$ cat src/rtl/game_state_ctrl.sv
// game_state_ctrl
//
// Game-flow controller sitting behind the collision detector. It runs the
// IDLE / PLAYING / CRASH / GAME_OVER state machine. It also keeps the lives
// counter, the saturating survival score and the post-crash invulnerability
// timer. Every output is registered.
//
// Ports
//   clk            system clock
//   reset          asynchronous, active-high reset
//   frame_tick_i   one-cycle pulse per video frame
//   start_btn_i    start button level (synchronised, debounced)
//   collision_i    overlap level from the collision detector
//   state_o        00 IDLE, 01 PLAYING, 10 CRASH, 11 GAME_OVER
//   lives_o        remaining lives
//   score_o        frames survived, saturating
//   freeze_o       traffic/player motion halted
//   blink_o        player sprite hide phase
//   crash_pulse_o  one-cycle pulse per registered crash
//   game_over_o    high in GAME_OVER
module game_state_ctrl #(
  parameter int unsigned LIVES       = 3,
  parameter logic [7:0]  CRASH_TICKS = 8'd120,
  parameter int unsigned SCORE_W     = 16
) (
  input  logic               clk,
  input  logic               reset,
  input  logic               frame_tick_i,
  input  logic               start_btn_i,
  input  logic               collision_i,
  output logic [1:0]         state_o,
  output logic [2:0]         lives_o,
  output logic [SCORE_W-1:0] score_o,
  output logic               freeze_o,
  output logic               blink_o,
  output logic               crash_pulse_o,
  output logic               game_over_o
);

  localparam logic [1:0] StIdle  = 2'b00;
  localparam logic [1:0] StPlay  = 2'b01;
  localparam logic [1:0] StCrash = 2'b10;
  localparam logic [1:0] StOver  = 2'b11;

  localparam logic [2:0]         LivesInit = 3'(LIVES);
  localparam logic [SCORE_W-1:0] ScoreOne  = SCORE_W'(1);

  logic [1:0]         state_q, state_d;
  logic [2:0]         lives_q, lives_d;
  logic [SCORE_W-1:0] score_q, score_d;
  logic [7:0]         timer_q, timer_d;
  logic               pulse_q, pulse_d;
  logic               freeze_q, blink_q, over_q;
  logic               start_q;
  logic               start_rise;

  // History resets to 1 so a button held through reset is not seen as a press.
  assign start_rise = start_btn_i & ~start_q;

  always_comb begin
    state_d = state_q;
    lives_d = lives_q;
    score_d = score_q;
    timer_d = timer_q;
    pulse_d = 1'b0;
    case (state_q)
      StIdle, StOver: begin
        if (start_rise) begin
          state_d = StPlay;
          lives_d = LivesInit;
          score_d = '0;
          timer_d = 8'd0;
        end
      end
      StPlay: begin
        // Collision takes priority over a same-cycle frame tick.
        if (collision_i) begin
          pulse_d = 1'b1;
          if (lives_q > 3'd1) begin
            state_d = StCrash;
            lives_d = lives_q - 3'd1;
            timer_d = CRASH_TICKS;
          end else begin
            state_d = StOver;
            lives_d = 3'd0;
          end
        end else if (frame_tick_i && (score_q != '1)) begin
          score_d = score_q + ScoreOne;
        end
      end
      StCrash: begin
        // Collision is ignored here; only frame ticks advance the timer.
        if (frame_tick_i) begin
          if (timer_q <= 8'd1) begin
            state_d = StPlay;
            timer_d = 8'd0;
          end else begin
            timer_d = timer_q - 8'd1;
          end
        end
      end
      default: state_d = StIdle;
    endcase
  end

  always_ff @(posedge clk or posedge reset) begin
    if (reset) begin
      state_q  <= StIdle;
      lives_q  <= LivesInit;
      score_q  <= '0;
      timer_q  <= 8'd0;
      pulse_q  <= 1'b0;
      freeze_q <= 1'b1;
      blink_q  <= 1'b0;
      over_q   <= 1'b0;
      start_q  <= 1'b1;
    end else begin
      state_q  <= state_d;
      lives_q  <= lives_d;
      score_q  <= score_d;
      timer_q  <= timer_d;
      pulse_q  <= pulse_d;
      // Derived outputs are registered from next-state so they line up with state_o.
      freeze_q <= (state_d != StPlay);
      blink_q  <= (state_d == StCrash) & timer_d[2];
      over_q   <= (state_d == StOver);
      start_q  <= start_btn_i;
    end
  end

  assign state_o       = state_q;
  assign lives_o       = lives_q;
  assign score_o       = score_q;
  assign freeze_o      = freeze_q;
  assign blink_o       = blink_q;
  assign crash_pulse_o = pulse_q;
  assign game_over_o   = over_q;

endmodule

$ cat config.mk
export PLATFORM = sky130hd
export DESIGN_NAME = game_state_ctrl
export DESIGN_NICKNAME = d
export VERILOG_FILES = /design/src/rtl/game_state_ctrl.sv
export SDC_FILE = /design/constraint.sdc
export NUM_CORES = 1
export LEC_CHECK = 0
export ABC_AREA = 1
export CAP_MARGIN = 15
export CORE_MARGIN = 2
export CORE_UTILIZATION = 49
export DETAILED_ROUTE_END_ITERATION = 6
export GPL_ROUTABILITY_DRIVEN = 0
export PLACE_DENSITY = 0.85
export SYNTH_ARGS = -nofsm -noshare
export SYNTH_HDL_FRONTEND = slang
export SYNTH_SLANG_ARGS = --single-unit
$ cat constraint.sdc
create_clock -name clk -period 1.76 [get_ports clk]
set_input_delay 0.176 -clock clk [delete_from_list [all_inputs] [get_ports clk]]
set_output_delay 0.176 -clock clk [all_outputs]
set_load 0.05 [all_outputs]
==> impl_metrics.env, run 1 <==
export IMPL_switching_share_pct=49.0
export IMPL_fp_dieArea_sq_um=4800
export IMPL_drc=0
export IMPL_cpPeakStageDelay_ns=0.54
export IMPL_pwr_density_cell_nw_per_um2=1600
export IMPL_setup_viol=0
export IMPL_areaGrowthSynthToFinish_pct=26.6
export IMPL_ios=30
export IMPL_layout_nets=342
export IMPL_crit_buf_inv=1
export IMPL_r2r_cells=10
export IMPL_grt_remaining_overflow=0
export IMPL_reg2reg_slack_ns=0.02
export IMPL_path_cells="inv_2 > ha_2 > o21bai_1 > nand2_1 > nand2_2 > nand2_2 > nand2_4 > nor2_4 > nand3_2 > nand3_2"
export IMPL_hpwl_um=3500
export IMPL_p_comb_share_pct=58.9
export IMPL_finClkSkew_ns=0.00592
export IMPL_cts_buffers=5
export IMPL_crit_required_ns=1.99
export IMPL_cp_max_fo=5
export IMPL_p_switching_mw=2.07
export IMPL_path_delay_family="simple AND/OR/NAND/NOR gates"
export IMPL_clk_latency_ns=0.30
export IMPL_antenna_cells=0
export IMPL_grt_pass1_wl_um=8040
export IMPL_holdWs_ns=0.269
export IMPL_totalWireLength_um=4800
export IMPL_cp_start_kind="register"
export IMPL_synth_top_cell_by_area="dfrtp_1"
export IMPL_ys_warn_count=0
export IMPL_synth_nets=300
export IMPL_num_vias=1917
export IMPL_finalSetupTns_ns=0
export IMPL_reg2reg_to="timer_q[5]"
export IMPL_grt_start_max_net_pins=35
export IMPL_period_minus_slack_ns=1.74
export IMPL_yosys_cell_types_count=27
export IMPL_clk_pin_slew_ns=0.07
export IMPL_die_h_um=69.3
export IMPL_syn_inst=288
export IMPL_rows=23
export IMPL_die_width_um=69.3
export IMPL_status="complete, no violations"
export IMPL_final_cell_area_sq_um=2640
export IMPL_core_region_area_sq_um=4060
export IMPL_syn_area_per_cell_sq_um=7.25
export IMPL_cts_sink_count=34
export IMPL_io_buffer_count=29
export IMPL_synth_top_area_share_pct=36.0
export IMPL_power_leakage_nw=1.43
export IMPL_ys_seq_area_share_pct=41.0
export IMPL_dpl_cell_area_sq_um=2470
export IMPL_start_util_pct=51.4
export IMPL_rsz0062_at_grt="true"
export IMPL_vias_per_cell=5.03
export IMPL_place_inst=372
export IMPL_antenna_found_initial=0
export IMPL_clk_path_buf_depth=2
export IMPL_end_kind="register"
export IMPL_timing_final_crit_share_pct=98.8
export IMPL_slew_headroom_pct=65.7
export IMPL_pre_cts_slack_ns=0.0578
export IMPL_yosys_register_bits=34
export IMPL_vdd_drop_max_v=0.00115
export IMPL_fin_util_pct=65.1
export IMPL_cap_violations=0
export IMPL_total_power_mw=4.23
export IMPL_cts_root_buf="clkbuf_8"
export IMPL_drive_above_1_share_pct=19.0
export IMPL_synth_area_top_cells="dfrtp_1, nand2_1, xor2_1"
export IMPL_min_path_type="in -> async"
export IMPL_crit_path_top_delay_cell="dfstp_2"
export IMPL_hold_violations=0
export IMPL_worst_slew_pin_slew_ns=0.513
export IMPL_final_cells=381
export IMPL_path_class="reg -> reg"
export IMPL_maxSlewViolCount=0
export IMPL_grt_pass1_vias=1874
export IMPL_syn_area_sq_um=2090
export IMPL_worst_r2r_startpoint="lives_o[1]"
export IMPL_critical_path_arrival_ns=1.97
export IMPL_antenna_left=0
export IMPL_p_int_mw=2.16
export IMPL_setup_slack_ns=0.0211
export IMPL_max_freq_mhz=575
export IMPL_cts_max_level=2
export IMPL_pwr_share_clk_pct=14.2
export IMPL_grt_usage_pct=21.0
export IMPL_dr_pass1_iters=5
export IMPL_cts_tree="built"
export IMPL_route_detailed_wl_per_inst_um=12.6
export IMPL_seqPwrFrac_pct=26.9
export IMPL_drt_iter0_markers=127
cell families after synthesis:
logic type | synth area share [%]
compound gates | 5.88
xor+xnor | 8.39
fa+ha+maj | 4.20
buf+inv | 8.51
flops | 41.0
simple gates | 32.0
power by group through the flow:
stage               Sequential [mW]  Combinational [mW]  Clock, mW
floorplan                      1.47                1.41          0
global placement               1.13                2.30          0
detailed placement             1.14                2.34          0
CTS                            1.13                2.34      0.619
global route                   1.16                2.72      0.645
finish                         1.14                2.49      0.601
registers in the layout, summed over array words and instances, names as in the netlist, 2 cells and up:
register / flops
score_o: 16
lives_o: 3
timer_q: 8
state_o: 2
cell type report:
type	count	area, sq um
clock inverter	1	5.00
fill	334	1420
inverter	36	135
multi-input combinational	213	1140
tap	50	62.6
timing repair buffer	40	355
sequential	34	861
clock buffer	7	86.3
cells in the mapped netlist, drive strengths merged:
| library cell | n |
|---|---|
| o21ai | 12 |
| o21bai | 1 |
| a2bb2oi | 1 |
| dfstp | 4 |
| clkbuf | 1 |
| nand2 | 100 |
| a32oi | 1 |
| buf | 4 |
| nor3 | 1 |
| xor2 | 19 |
| a211oi | 1 |
| xnor2 | 1 |
| nand4 | 1 |
| dfrtp | 30 |
| ha | 7 |
| o22ai | 1 |
| inv | 36 |
| nor2 | 43 |
| nand3 | 20 |
| a21oi | 4 |
how the worst max path moves through the flow:
stage | from | endpoint | cells after the start
after floorplan | lives_o[1] | timer_q[3] | 10
after global placement | lives_o[1] | timer_q[1] | 10
after detailed placement | start_btn_i | timer_q[6] | 9
after CTS | score_o[4] | score_o[4] | 1
after global routing | lives_o[1] | timer_q[7] | 10
final | lives_o[1] | timer_q[5] | 10
worst reg2reg max path: stages, from the launching register on:
cell	delay, ns
dfstp_2	0.54
inv_2	0.04
ha_2	0.15
o21bai_1	0.14
nand2_1	0.11
nand2_2	0.10
nand2_2	0.09
nand2_4	0.06
nor2_4	0.19
nand3_2	0.15
nand3_2	0.10
cells in the final DEF, fill, tap and decap left out:
master           netlist  final
dfrtp_1               30     26
nand3_2                0      5
o21bai_1               1      1
a32oi_1                1      1
dlymetal6s2s_1         0      4
nand2_2                3      5
nor2_4                 1      1
dfstp_2                4      4
buf_4                  0     22
nor3_1                 1      1
nor2_1                40     39
a2bb2oi_1              1      1
ha_4                   0      2
nand3_1               20     15
clkdlybuf4s50_1        0     14
dfrtp_2                0      4
clkbuf_8               0      6
nand2_4                0      1
xnor2_1                1      1
a211oi_1               1      1
o21ai_2                1      2
nor2_2                 2      3
clkinv_2               0      1
clkbuf_1               1      1
inv_2                  1      3
o22ai_1                1      1
o21ai_0               10      6
xor2_1                19     19
ha_1                   7      4
ha_2                   0      1
inv_1                 35     33
o21ai_1                1      4
nand2_1               97     94
a21oi_2                0      3
nand4_1                1      1
a21oi_1                4      1
routing by layer:
layer	up-vias	track usage, %	wire length [um]
met1	877	24.5	2010
met5	-	0	0
li1	969	-	-
met4	0	10.7	126
met3	14	5.09	293
met2	57	35.8	2370
timing repair:
item,CTS,global route
endpoints found under the setup margin,0,31
hold buffers,0,0
resized for setup,0,19
setup buffers,0,1
Power figures use the tool's default switching activity.
==> run 2: changes to the inputs <==
- CELL_PAD_IN_SITES_DETAIL_PLACEMENT: default -> 1
- CELL_PAD_IN_SITES_GLOBAL_PLACEMENT: default -> 2
- CORE_UTILIZATION: 49 -> 28
==> run 2 against run 1 <==
Compared with the run above:
- worst setup slack improved by 0.028 ns
- clock power increased by 2%
- largest power group unchanged
- fmax increased by 1.6%
- critical path type is now reg -> out
- critical path depth decreased by 9
- via count increased by 3.7%
- design area increased by 6.4%
- clock skew increased by 0.0043 ns
- utilization decreased by 26 points
- global-route usage decreased by 6.1 points
- die area increased by 70%
==> impl_metrics.env, run 2 (synthesized netlist as in run 1, its figures left out) <==
export IMPL_finClkSkew_ns=0.0102
export IMPL_die_width_um=90.3
export IMPL_hold_violations=0
export IMPL_rsz0062_at_grt="true"
export IMPL_drc=0
export IMPL_cts_root_buf="clkbuf_8"
export IMPL_finalSetupTns_ns=0
export IMPL_slew_headroom_pct=66.2
export IMPL_critical_path_arrival_ns=1.53
export IMPL_place_inst=430
export IMPL_hpwl_um=4530
export IMPL_num_vias=1988
export IMPL_path_delay_family="buffers and inverters"
export IMPL_start_util_pct=28.8
export IMPL_max_freq_mhz=585
export IMPL_dr_pass1_iters=4
export IMPL_cts_hold_fix_buffers=0
export IMPL_crit_required_ns=1.58
export IMPL_rows=31
export IMPL_period_minus_slack_ns=1.71
export IMPL_grt_pass1_wl_um=9820
export IMPL_cp_start_kind="register"
export IMPL_clk_path_buf_depth=2
export IMPL_vdd_drop_max_v=0.000693
export IMPL_crit_buf_inv=1
export IMPL_antenna_found_initial=0
export IMPL_core_region_area_sq_um=7250
export IMPL_grt_usage_pct=14.8
export IMPL_cts_tree="built"
export IMPL_fill_cells=944
export IMPL_status="complete, no violations"
export IMPL_cap_violations=0
export IMPL_cp_max_fo=4
export IMPL_cts_max_level=2
export IMPL_areaGrowthSynthToFinish_pct=34.7
export IMPL_antenna_cells=0
export IMPL_drt_iter0_markers=83
export IMPL_final_cells=443
export IMPL_setup_viol=0
export IMPL_crit_path_top_delay_cell="clkdlybuf4s50_1"
export IMPL_layout_nets=355
export IMPL_total_power_mw=4.48
export IMPL_final_common_cell="nand2_1"
export IMPL_path_class="reg -> out"
export IMPL_path_cells="clkdlybuf4s50_1"
export IMPL_end_kind="primary output"
export IMPL_final_cell_mix="nand2_1, nor2_1, buf_4"
export IMPL_drive_above_1_share_pct=24.7
export IMPL_grt_pass1_vias=2071
export IMPL_die_h_um=90.3
export IMPL_cts_sink_count=34
export IMPL_grt_start_max_net_pins=35
export IMPL_holdWs_ns=0.287
export IMPL_timing_final_crit_share_pct=97.2
export IMPL_fp_dieArea_sq_um=8160
export IMPL_power_leakage_nw=1.45
export IMPL_totalWireLength_um=5880
export IMPL_route_detailed_wl_per_inst_um=13.3
export IMPL_clk_pin_slew_ns=0.07
export IMPL_maxSlewViolCount=0
export IMPL_ios=30
export IMPL_antenna_left=0
export IMPL_vias_per_cell=4.49
export IMPL_cpPeakStageDelay_ns=0.83
export IMPL_fin_util_pct=38.7
export IMPL_largest_reg_flops=16
export IMPL_pwr_density_cell_nw_per_um2=1590
export IMPL_io_buffer_count=29
export IMPL_grt_remaining_overflow=0
export IMPL_cts_buffers=5
export IMPL_min_path_type="in -> async"
export IMPL_clk_latency_ns=0.29
export IMPL_worst_slew_pin_slew_ns=0.506
export IMPL_reg2reg_slack_ns=0.07
[run 2: changes by cell type in the layout (fill, tap and decap cells not counted), sizes merged]
cell	previous run	this run
buf	22	41
clkdlybuf4s50	14	10
dlygate4sd2	0	1
dlymetal6s2s	4	1
[run 2: path summary, 6_finish.rpt]
path | endpoint | start | cells after the start
setup / recovery | state_o[1] | state_o[1] | 1
hold / removal | timer_q[2] | reset | 3
setup reg to reg | timer_q[7] | lives_o[1] | 10
hold reg to reg | timer_q[7] | timer_q[7] | 2
max in group asynchronous | timer_q[0] | reset | 3
min in group clk | start_q | start_btn_i | 1
[run 2: per-layer routing]
| metal | GRT usage, % | part of all wire [%] | up-vias |
|---|---|---|---|
| met3 | 2.92 | 2.5 | 7 |
| met5 | 0 | 0 | - |
| met4 | 3.46 | 0.94 | 0 |
| li1 | - | - | 995 |
| met2 | 26.8 | 51 | 23 |
| met1 | 18.2 | 46 | 963 |
[run 2: layout make-up]
type                            instances  area, sq um  share of cell area [%]
Inverter                               36          135                    4.81
Multi-Input combinational cell        213         1160                    41.3
Sequential cell                        34          862                    30.7
Timing Repair Buffer                   53          437                    15.5
Clock buffer                            7         86.3                    3.07
Clock inverter                          1         5.00                   0.178
Tap cell                               99          124                    4.41
[run 2: what timing repair did]
action,CTS,global route
setup buffers,0,5
cloned,0,0
pin swaps,0,9
hold endpoints to repair,0,0
setup endpoints to repair,1,26
resized for setup,1,23
[run 2: per-stage QoR]
step                      worst slack, ns  cell area [sq um]
after global routing              -0.0418               2810
after global placement             0.0491               2580
after detailed placement         -0.00147               2580
after CTS                         0.00469               2670
final                              0.0492               2810
after floorplan                   -0.0697               2110
[run 2: where the power goes]
part | internal [mW] | switching, mW
clock network | 0.316 | 0.295
logic | 1.01 | 1.74
registers | 0.967 | 0.152
